==> config.mk <==
export PLATFORM = sky130hd
export DESIGN_NAME = fetch_unit
export DESIGN_NICKNAME = d
export VERILOG_FILES = /design/src/rtl/fetch_unit.sv
export SDC_FILE = /design/constraint.sdc
export NUM_CORES = 1
export LEC_CHECK = 0
export BUFFER_PORTS_ARGS = -buffer_cell sky130_fd_sc_hd__buf_2
export CORE_UTILIZATION = 60
export CTS_BUF_LIST = sky130_fd_sc_hd__clkbuf_2 sky130_fd_sc_hd__clkbuf_4 sky130_fd_sc_hd__clkbuf_8
export CTS_CLUSTER_DIAMETER = 40
export CTS_CLUSTER_SIZE = 16
export DETAILED_ROUTE_END_ITERATION = 8
export GPL_TIMING_DRIVEN = 0
export PLACE_DENSITY_LB_ADDON = 0.12
export SLEW_MARGIN = 20
export SYNTH_ARGS = -nofsm -noshare
export SYNTH_HDL_FRONTEND = slang
export SYNTH_SLANG_ARGS = --single-unit
==> constraint.sdc <==
create_clock -name i_clk -period 9.5 [get_ports i_clk]
set_input_delay 0.475 -clock i_clk [delete_from_list [all_inputs] [get_ports i_clk]]
set_output_delay 0.475 -clock i_clk [all_outputs]
set_load 0.02 [all_outputs]
==> src/rtl/fetch_unit.sv <==
// -----------------------------------------------------------------------------
// fetch_unit
//   Instruction fetch stage feeding decode. Holds the fetch PC, issues in-order
//   word requests to instruction memory, keeps returned words together with
//   their PCs in a DEPTH-entry in-order queue and hands the queue head to
//   decode. A redirect (branch/jump/trap) reloads the fetch PC, flushes the
//   queue and arranges for the responses still in flight to be dropped.
//
//   Optional feature macro: FETCH_MISALIGN_EN
//     defined   : o_misaligned port exists; a redirect to a non word-aligned
//                 target parks the unit (no fetch, o_pc shows the bad target)
//                 until the next aligned redirect.
//     undefined : no o_misaligned port; redirect target bits [1:0] are ignored.
//
// Parameters
//   XLEN      PC/address width
//   RESET_PC  fetch PC after reset
//   DEPTH     queue entries (power of 2, >= 2); also bounds outstanding requests
//
// Ports
//   i_clk, i_rst_n         clock (rising edge), asynchronous active-low reset
//   i_redirect,
//   i_redirect_pc          load a new fetch PC and flush (from execute)
//   o_imem_req,
//   o_imem_addr            request valid / word address (= fetch PC)
//   i_imem_gnt             request accepted this cycle
//   i_imem_rvalid,
//   i_imem_rdata           in-order response, latency >= 1
//   o_valid, o_instr, o_pc queue head offered to decode
//   i_ready                decode takes the head this cycle
//   o_misaligned           misaligned redirect target pending (macro only)
//
// Handshakes: a transfer happens in a cycle where valid (o_imem_req /
// o_valid) and its acceptance (i_imem_gnt / i_ready) are both high at the
// rising clock edge. valid never depends on the acceptance signal of the
// same interface, and the offered payload is stable while valid is high.
// -----------------------------------------------------------------------------
module fetch_unit #(
    parameter int              XLEN     = 32,
    parameter logic [XLEN-1:0] RESET_PC = '0,
    parameter int              DEPTH    = 2
) (
    input  logic            i_clk,
    input  logic            i_rst_n,
    input  logic            i_redirect,
    input  logic [XLEN-1:0] i_redirect_pc,
    output logic            o_imem_req,
    output logic [XLEN-1:0] o_imem_addr,
    input  logic            i_imem_gnt,
    input  logic            i_imem_rvalid,
    input  logic [31:0]     i_imem_rdata,
    output logic            o_valid,
    output logic [31:0]     o_instr,
    output logic [XLEN-1:0] o_pc,
`ifdef FETCH_MISALIGN_EN
    output logic            o_misaligned,
`endif
    input  logic            i_ready
);

    localparam int AW = (DEPTH > 1) ? $clog2(DEPTH) : 1;
    localparam int CW = $clog2(DEPTH) + 1;
    localparam logic [AW-1:0] PTR_ONE = AW'(1);
    localparam logic [CW-1:0] CNT_ONE = CW'(1);

    // Queue storage. An entry is allocated (PC written) at grant and becomes
    // visible to decode once its word has been filled.
    logic [XLEN-1:0]  pc_q    [DEPTH];
    logic [31:0]      instr_q [DEPTH];
    logic [DEPTH-1:0] filled_q;
    logic [AW-1:0]    head_ptr;   // oldest allocated entry
    logic [AW-1:0]    fill_ptr;   // oldest allocated entry still waiting for data
    logic [AW-1:0]    tail_ptr;   // next entry to allocate

    logic [CW-1:0]    alloc_cnt;   // allocated entries (filled or not)
    logic [CW-1:0]    pend_cnt;    // allocated entries still waiting for data
    logic [CW-1:0]    discard_cnt; // responses in flight that belong to a flushed stream

    logic [XLEN-1:0]  fetch_pc;
    logic [XLEN-1:0]  last_pc;     // values shown while the queue is empty
    logic [31:0]      last_instr;

    logic [XLEN-1:0]  redirect_target;
    logic             fetch_block;
    logic [CW:0]      credits_used;
    logic             head_filled;
    logic             do_alloc;
    logic             do_fill;
    logic             do_drop;
    logic             do_pop;
    logic [XLEN-1:0]  head_pc;

`ifdef FETCH_MISALIGN_EN
    logic             misaligned_q;
    logic [XLEN-1:0]  bad_pc_q;

    assign redirect_target = i_redirect_pc;
    assign fetch_block     = misaligned_q;
    assign o_misaligned    = misaligned_q;

    always_ff @(posedge i_clk or negedge i_rst_n) begin
        if (!i_rst_n) begin
            misaligned_q <= 1'b0;
            bad_pc_q     <= '0;
        end else if (i_redirect) begin
            misaligned_q <= |i_redirect_pc[1:0];
            bad_pc_q     <= i_redirect_pc;
        end
    end
`else
    // Word fetch only: the low target bits are simply dropped.
    assign redirect_target = i_redirect_pc & ~XLEN'(3);
    assign fetch_block     = 1'b0;
`endif

    // Credits cover both live entries and responses we still owe a drop to,
    // so the memory can never return more words than there are slots.
    assign credits_used = {1'b0, alloc_cnt} + {1'b0, discard_cnt};
    assign head_filled  = filled_q[head_ptr];

    assign o_imem_req  = i_rst_n && !i_redirect && !fetch_block &&
                         (credits_used < (CW+1)'(DEPTH));
    assign o_imem_addr = fetch_pc;
    assign o_valid     = head_filled && !i_redirect && !fetch_block;

    assign do_alloc = o_imem_req && i_imem_gnt;
    assign do_drop  = i_imem_rvalid && (discard_cnt != '0);
    assign do_fill  = i_imem_rvalid && (discard_cnt == '0) && !i_redirect;
    assign do_pop   = o_valid && i_ready;

    assign head_pc = head_filled ? pc_q[head_ptr] : last_pc;
    assign o_instr = head_filled ? instr_q[head_ptr] : last_instr;
`ifdef FETCH_MISALIGN_EN
    assign o_pc = misaligned_q ? bad_pc_q : head_pc;
`else
    assign o_pc = head_pc;
`endif

    // Payload storage needs no reset: it is only shown once its filled bit is set.
    always_ff @(posedge i_clk) begin
        if (do_alloc) begin
            pc_q[tail_ptr] <= fetch_pc;
        end
        if (do_fill) begin
            instr_q[fill_ptr] <= i_imem_rdata;
        end
    end

    always_ff @(posedge i_clk or negedge i_rst_n) begin
        if (!i_rst_n) begin
            fetch_pc    <= RESET_PC;
            filled_q    <= '0;
            head_ptr    <= '0;
            fill_ptr    <= '0;
            tail_ptr    <= '0;
            alloc_cnt   <= '0;
            pend_cnt    <= '0;
            discard_cnt <= '0;
            last_pc     <= '0;
            last_instr  <= '0;
        end else if (i_redirect) begin
            // Every word still owed by memory now belongs to the dead stream.
            // A word arriving this very cycle is consumed here, hence the -1.
            fetch_pc    <= redirect_target;
            filled_q    <= '0;
            head_ptr    <= '0;
            fill_ptr    <= '0;
            tail_ptr    <= '0;
            alloc_cnt   <= '0;
            pend_cnt    <= '0;
            discard_cnt <= discard_cnt + pend_cnt - CW'(i_imem_rvalid);
        end else begin
            if (do_alloc) begin
                tail_ptr <= tail_ptr + PTR_ONE;
                fetch_pc <= fetch_pc + XLEN'(4);
            end
            // Fill and pop never touch the same entry: pop needs a filled
            // head, fill targets an unfilled one.
            if (do_fill) begin
                filled_q[fill_ptr] <= 1'b1;
                fill_ptr           <= fill_ptr + PTR_ONE;
            end
            if (do_pop) begin
                filled_q[head_ptr] <= 1'b0;
                head_ptr           <= head_ptr + PTR_ONE;
                last_pc            <= pc_q[head_ptr];
                last_instr         <= instr_q[head_ptr];
            end
            if (do_drop) begin
                discard_cnt <= discard_cnt - CNT_ONE;
            end
            alloc_cnt <= alloc_cnt + CW'(do_alloc) - CW'(do_pop);
            pend_cnt  <= pend_cnt + CW'(do_alloc) - CW'(do_fill);
        end
    end

`ifndef SYNTHESIS
    // Memory must only answer requests it granted.
    rvalid_has_owner: assert property (@(posedge i_clk) disable iff (!i_rst_n)
        i_imem_rvalid |-> ((discard_cnt != '0) || (pend_cnt != '0)));
`endif

endmodule

# Word level (Yosys, flattened, before mapping)
# Memories as Yosys holds them, arrays and structs flattened.
# Index checks and enable logic that the tools add are counted.
[word_totals] reg_bits=107 ram_bits=128 output_inout_bits=98 elab_cells=79 n_memories=2
[mem_list] memory="instr_q" depth=2 width=32 read_ports=1 rd_clocked_by_memory_dff=0 wr=1 line_no="69" text="logic [31:0] instr_q [DEPTH];"
[mem_list] memory="pc_q" depth=2 width=32 read_ports=1 rd_clocked_by_memory_dff=0 wr=1 line_no="68" text="logic [XLEN-1:0] pc_q [DEPTH];"
[classes] add_sub_neg=12 n_lt_le_gt_ge=5 muxes=28 bitwise=4 n_reduce_logical=18
[ops] cell="2-to-1 mux 32 bit" count=4
[ops] cell="adder 32 x 3 -> 32 bit (second input constant)" count=1
[ops] cell="2-to-1 mux 2 bit" count=8
[ops] cell="2-to-1 mux 1 bit" count=14
[ops] cell="logical AND 1 bit" count=10
[ops] cell="nonzero test 2 bit" count=5
[ops] cell="subtractor 2 x 1 -> 2 bit" count=3
[ops] cell="adder 2 x 1 -> 2 bit" count=2
[ops] cell="< comparator 1 x 2 -> 1 bit (second input constant)" count=2
[ops] cell="adder 1 bit (second input constant)" count=3
[ops] cell="adder 2 x 2 -> 3 bit" count=1
[ops] cell="< comparator 3 x 2 -> 1 bit (second input constant)" count=1
[ops] cell="adder 2 bit" count=1
[ops] cell="AND 2 bit" count=1
[ops] cell="demux 1 bit (select 1 bit)" count=2
[ops] cell="greater-or-equal comparator 1 bit (second input constant)" count=2
[ops] cell="zero test 2 bit" count=1
[ops] cell="NOT 2 bit" count=1
[ops] cell="OR 2 bit" count=1
[ops] cell="AND reduction 2 bit" count=1
[ops] cell="subtractor 2 x 1 -> 2 bit (second input constant)" count=1
[ops] cell="zero test 1 bit" count=1
[ops] cell="NOT 1 bit" count=1

# Longest topological paths before layout
# Gate-level depths: netlist of the first run.
[depth] word_depth=10 ltp_mapped=10 depth_no_buf=9

# Least setup slack after synthesis of the first run
# Ideal clock, no wire load.
[synth_timing] path_kind="input-to-reg" start="input i_redirect" end="memory instr_q[0][0] (enable)" setup_time_ps=464 arrival_time_ps=2958 required_ps=9036 slack_ps=6078 path_stages=2 path_buffers=1 cell_sequence="clkbuf_1 > nor3_1"
[synth_between] elab_chain_len=4
[synth_lines] item="start, declared" line_no="45" text="input logic i_redirect,"
[synth_lines] item="zero test 1 bit" line_no="128" text="assign do_fill = i_imem_rvalid && (discard_cnt == '0) && !i_redirect;"
[synth_lines] item="logical AND 1 bit" line_no="128"
[synth_lines] item="2-to-1 mux 1 bit" line_no="144" text="if (do_fill) begin"
[synth_lines] item="2-to-1 mux 1 bit (not written as such)" line_no="145" text="instr_q[fill_ptr] <= i_imem_rdata;"
[synth_lines] item="end, declared" line_no="69"
# No other way between the ends.

# Final worst setup path of the first run
[layout_timing] start="register head_ptr" end="output o_instr[12]"
[layout_between] elab_chain_len=3
[layout_lines] item="start, declared" line_no="71" text="logic [AW-1:0] head_ptr;"
[layout_lines] item="start signal, assigned" line_no="185" text="head_ptr <= head_ptr + PTR_ONE;"
[layout_lines] item="2-to-1 mux 1 bit (not written as such) (2 in a row)" line_no="119" text="assign head_filled = filled_q[head_ptr];"
[layout_lines] item="2-to-1 mux 32 bit (*)" line_no="132" text="assign o_instr = head_filled ? instr_q[head_ptr] : last_instr;"
[layout_lines] item="end, declared" line_no="53" text="output logic [31:0] o_instr,"
# Mark *: on every way between the ends. The rest lies on a longest branch, timed or not. The select of a mux whose other input is x is not followed.

==> results of run 1 <==
==> layer usage <==
metal | GRT usage (%) | part of all wire (%) | vias up
met5 | 0 | 0 | -
met2 | 43.34 | 49 | 309
met1 | 39.19 | 43 | 3480
met4 | 7.543 | 1.3 | 0
li1 | - | - | 3363
met3 | 3.659 | 7.1 | 26
==> critical path: stages (launching register included) <==
cell      delay, ps
dfrtp_1         390
mux2_2          220
clkbuf_1        460
clkbuf_1        580
clkbuf_1        450
a21oi_1         170
buf_2           200
==> logic make-up (layout without fill, tap and decap cells) <==
logic type,count (synthesis),count (layout)
XOR/XNOR,19,19
AO/OA/AOI/OAI,182,182
multiplexers,64,64
buffers and inverters,70,297
adder cells (fa/ha/maj),9,9
flip-flops,227,227
other,1,4
AND/OR/NAND/NOR,248,248
==> worst max path at each step <==
stage | from | end | slack (ps) | depth (start not counted)
floorplan | i_redirect | instr_q[0][0] | 6080 | 2
detailed placement | head_ptr | alloc_cnt[0] | 6330 | 9
finish | head_ptr | o_instr[12] | 5990 | 6
global route | head_ptr | o_instr[12] | 5860 | 6
CTS | head_ptr | o_pc[12] | 5980 | 6
global placement | i_rst_n | pc_q[0][28] | 4000 | 5
==> power groups by stage <==
stage | Combinational [mW] | Sequential, mW | Clock [mW]
final | 1.07 | 1.36 | 0.835
after CTS | 1.07 | 1.36 | 0.848
after global routing | 1.17 | 1.38 | 0.892
after floorplan | 0.707 | 1.36 | 0
after global placement | 1.03 | 1.37 | 0
after detailed placement | 1.07 | 1.37 | 0
==> area by class of cell <==
cell class | instances | area, sq um | share of cell area [%]
Inverter | 14 | 52.55 | 0.4521
Timing Repair Buffer | 169 | 942.2 | 8.105
Clock buffer | 39 | 511.7 | 4.402
Multi-Input combinational cell | 526 | 3090 | 26.58
Sequential cell | 227 | 6301 | 54.20
Buffer | 56 | 239.0 | 2.056
Clock inverter | 19 | 217.7 | 1.873
Tap cell | 216 | 270.3 | 2.325
==> Yosys cell counts, types with 6 or more instances <==
cell type,n
nor2_1,150
a21oi_1,129
edfxtp_1,124
dfrtp_1,103
mux2i_1,63
clkbuf_1,42
nand2_1,23
o21ai_0,18
a31oi_1,15
inv_1,14
nand3_1,14
or4_1,13
xnor2_1,13
nand4_1,10
or3_1,9
ha_1,8
o31ai_1,8
xor2_1,6
==> placed cells by master (no fill, tap or decap), types with 2 or more instances in the layout <==
master      count
buf_2         165
nor2_1        149
a21oi_1       129
edfxtp_1      124
dfrtp_1       103
mux2i_1        63
clkbuf_1       42
clkbuf_8       35
nand2_1        23
o21ai_0        18
a31oi_1        15
inv_1          14
nand3_1        14
xnor2_1        13
or4_1          13
nand4_1        10
or3_1           9
o31ai_1         8
ha_1            8
xor2_1          6
buf_4           6
nor2b_1         5
o211ai_1        5
and2_1          4
buf_1           4
and3_1          4
buf_6           4
conb_1          4
inv_6           4
clkbuf_4        4
and4_1          3
clkinvlp_4      3
clkinv_1        3
clkinv_8        3
buf_16          3
a311oi_1        2
nor3_1          2
bufinv_16       2
clkinv_4        2
inv_8           2
==> sequential cells by signal, indices dropped and copies added (netlist names) <==
register,count
instr_q,64
pc_q,60
last_instr,32
last_pc,30
o_imem_addr,30
alloc_cnt,2
discard_cnt,2
filled_q,2
pend_cnt,2
fill_ptr,1
head_ptr,1
tail_ptr,1
==> metrics by stage <==
step,util (%),setup slack (ps),hold WS (ps)
global placement,68.13,4003,506.6
CTS,73.71,5984,67.23
floorplan,-,6078,179.4
detailed placement,69.03,6333,461.9
finish,73.71,5994,99.81
global route,73.71,5861,66.36
==> impl_metrics.toml, run 1 <==
[hold_path]
hold_depth = 1
holdPathEnd = "instr_q[0][25]"
hold_path.startpoint = "i_imem_rdata[25]"
holdCritPathClass = "in2reg"

[timing]
worst_slew_pin_slew_ps = 825.4
skew_ps = 12.41
drv_slew = 0
fmax_mhz = 285.2
fin_crit_sh_pct = 36.90
fin_crit_ps = 3506
setup-tns-final_ps = 0
slew_headroom_pct = 44.97
final_hold_viol_count = 0
setup_viol = 0
rsz0062_at_grt = "no"

[route]
first_pass_iters = 5
vias_per_cell = 5.670
wl_per_cell_microns = 17.42
routed_wirelength_mm = 22.06
drt-initial-drc-count = 423
drc = 0
route.vias.total = 7178
ant_nets = 0

[yosys]
synth_top_family_by_area = "simple AND/OR/NAND/NOR gates"
ys_warn_count = 0
synth_area_sq_um = 9657
ys_seq_area_share_pct = 65.25
synth_fa_ha_area_share_pct = 1.244
synth_compound_area_share_pct = 10.20
synth-seq-cells = 227
synth.avg_cell_area_sq_um = 11.78
synth_mux_area_share_pct = 6.647
synthDistinctLibCells = 45
yosys.area_share.simple_pct = 11.88
yosysTopAreaCell = "edfxtp_1"
synth-edff-count = 124
synthCells = 820
synthTopCellsByArea = "edfxtp_1 39%, dfrtp_1 27%, a21oi_1 6.7%"
synth-xor-area-share_pct = 1.723
ys.flop_type = "edfxtp_1"
async_flop_share_pct = 45.37
yosysTopAreaCellShare_pct = 38.56

[critical_path]
cp.arrival_ps = 3030
r2r_cells = 9
criticalPathCategory = "reg2out"
critPathLaunchType = "flip-flop"
worstReg2RegEnd = "alloc_cnt[0]"
r2r-start = "head_ptr"
critPathRequiredTime_ps = 9030
path_max_fanout = 10
ff2ff_setup_slack_ps = 6240
end_kind = "primary output"

[die]
die_w_microns = 128.9
rows = 46
start_util_pct = 61.23
die_h_microns = 128.9
die_area_sq_um = 16610
io_pins = 168
core-area_sq_um = 15770

[clock_tree]
cts.path.max_buffers = 3
clk_pin_slew_ps = 90
htreeDepth = 1
post_cts_buffers = 0
cts.sinks = 227
clockRootBuffer = "clkbuf_8"
cts_tree = "built"
postCtsHoldBufs = 1
numCtsBuffers = 31
clock_latency_ps = 560
ctsResizeCount = 0

[finish]
stdcell_count = 1266
final_area_sq_um = 11620
num-nets-final = 1104
fill_cells = 1129
syn2layout_area_growth_pct = 20.38
diodes = 0
drive_gt1_share_pct = 22.95

[placed_design]
io_buffers = 161
placed_area_sq_um = 10890
gp_congestion = 0.7964
dp_hpwl_mm = 15.05
place_inst = 1207

[pwr]
clkPwrFrac_pct = 25.6
p_total_mw = 3.261
leakage_nw = 4.546
comb_power_share_pct = 32.8
pwr-share-seq_pct = 41.6
p_per_area_nw_per_um2 = 280.5
internal_power_mw = 2.050
ir_drop_v = 0.0001392
p_sw_mw = 1.211
sw_frac_of_total_pct = 37.13

[global_routing]
grt_remaining_overflow = 0
grt_pass1_vias = 6792
track_usage_pct = 27.05
grt_max_degree = 55
grt_pass1_wl_mm = 34.83
antenna_found_initial = 0

[outcome]
status = "complete, no violations"

[run]
maxCapViolCount = 0
Power figures use the tool's default switching activity.
==> inputs of run 2 (changes only) <==
Settings changed: CORE_UTILIZATION 60 to 58.
Clock period 9.5 ns to 3.6 ns, I/O delays scaled along.
==> impl_metrics.toml, run 2 (synthesized netlist as in run 1, its figures left out) <==
[placed_design]
gp_congestion = 0.8045
dp_hpwl_mm = 14.70
io_buffers = 161
placed_area_sq_um = 10870
place_inst = 1206
dpl_worst_slack_ps = 376.8

[pwr]
p_total_mw = 8.811
clkPwrFrac_pct = 26.7
sw_frac_of_total_pct = 36.91
comb_power_share_pct = 32.6
p_per_area_nw_per_um2 = 717.9
ir_drop_v = 0.0003779
pwr-share-seq_pct = 40.6
internal_power_mw = 5.559
p_sw_mw = 3.252
leakage_nw = 4.825

[clock_tree]
cts_tree = "built"
ctsResizeCount = 0
post_cts_buffers = 0
htreeDepth = 2
numCtsBuffers = 35
clockRootBuffer = "clkbuf_8"
clk_pin_slew_ps = 70
clock_latency_ps = 520
cts.sinks = 227
cts.path.max_buffers = 3
postCtsHoldBufs = 62

[route]
route.vias.total = 7401
drt-initial-drc-count = 495
ant_nets = 0
wl_per_cell_microns = 17.11
first_pass_iters = 5
vias_per_cell = 5.560
routed_wirelength_mm = 22.78
drc = 0

[timing]
fin_ws_ps = 361.4
drv_slew = 0
fmax_mhz = 308.8
skew_ps = 20.47
setup-tns-final_ps = 0
worst_slew_pin_slew_ps = 792.0
slew_headroom_pct = 47.20
rsz0062_at_grt = "no"
hold_ws_ps = 39.55
final_hold_viol_count = 0
fin_crit_ps = 3239
setup_viol = 0
fin_crit_sh_pct = 89.96

[global_routing]
grt_max_degree = 61
grt_pass1_wl_mm = 35.48
track_usage_pct = 27.33
antenna_found_initial = 0
grt_pass1_vias = 7013
grt_remaining_overflow = 0

[finish]
diodes = 0
fill_cells = 1050
drive_gt1_share_pct = 21.97
regMostFlops = "instr_q"
stdcell_count = 1331
final_area_sq_um = 12270
largest_reg_flops = 64
mostFrequentLayoutCell = "buf_2"
num-nets-final = 1168
syn2layout_area_growth_pct = 27.09
final_cell_mix = "165 x buf_2, 149 x nor2_1, 129 x a21oi_1"
final_util_pct = 76.43
largest_registers = "instr_q (64), pc_q (60), last_instr (32)"

[critical_path]
cp_top_family = "buffers and inverters"
end_kind = "flip-flop"
critical_path.most_common_cell = "clkbuf_1"
critPathLaunchType = "flip-flop"
crit_slowest_cell = "clkbuf_1"
worstPathCellList = "mux2_2, clkbuf_1, and3_1, clkbuf_1, clkbuf_1, ha_1, inv_1, ha_1, nor2b_1"
max_stage_delay_ps = 580
critical_path_buf_inv_count = 4
r2r-start = "head_ptr"
critPathRequiredTime_ps = 3980
cp_num_cells = 9
crit_start = "head_ptr"
r2r_cells = 9
criticalPathCategory = "reg2reg"
cp.arrival_ps = 3620
path_max_fanout = 10

[run]
maxCapViolCount = 0

[die]
io_pins = 168
rows = 46
core-area_sq_um = 16060
die_h_microns = 131.0
start_util_pct = 60.14
die_area_sq_um = 17170
die_w_microns = 131.0

[hold_path]
hold_depth = 4
hold_path.startpoint = "i_ready"
holdCritPathClass = "in2reg"

[outcome]
status = "complete, no violations"
==> run 2: cell type report <==
cell class	count	area, sq um	share of cell area [%]
clock inverters	25	261.5	2.131
multi-input cells	526	3090	25.18
inverters	14	52.55	0.4282
repair buffers	229	1541	12.56
flip-flops and latches	227	6301	51.34
clock buffers	38	516.7	4.210
plain buffers	56	239.0	1.947
well taps	216	270.3	2.202
==> run 2: final timing paths <==
path / endpoint / slack [ps]
setup / recovery: alloc_cnt[0] / 360
setup reg to reg: alloc_cnt[0] / 360
min in group asynchronous: last_instr[16] / 190
max in group asynchronous: o_imem_addr[29] / 2730
hold / removal: head_ptr / 40
hold reg to reg: last_pc[19] / 530
==> run 2: power groups by stage <==
stage | clock network, mW | registers [mW] | logic (mW)
after floorplan | 0 | 3.59 | 1.87
after global placement | 0 | 3.60 | 2.73
after detailed placement | 0 | 3.62 | 2.81
after CTS | 2.39 | 3.57 | 2.88
after global routing | 2.50 | 3.64 | 3.18
final | 2.36 | 3.58 | 2.87
==> run 2: worst min-delay path: cells and delay by family <==
family	cells	cell delay [ps]
XOR/XNOR	1	70
AND/OR/NAND/NOR	2	160
buffers and inverters	1	110
==> run 2: metal layers <==
metal	global-route usage, %	wire length [microns]	share of wire (%)	vias to the layer above
li1	-	-	-	3501
met1	38.18	9691	43	3550
met2	43.88	10920	48	314
met3	4.764	1726	7.6	36
met4	8.790	443	1.9	0
met5	0	0	0	-
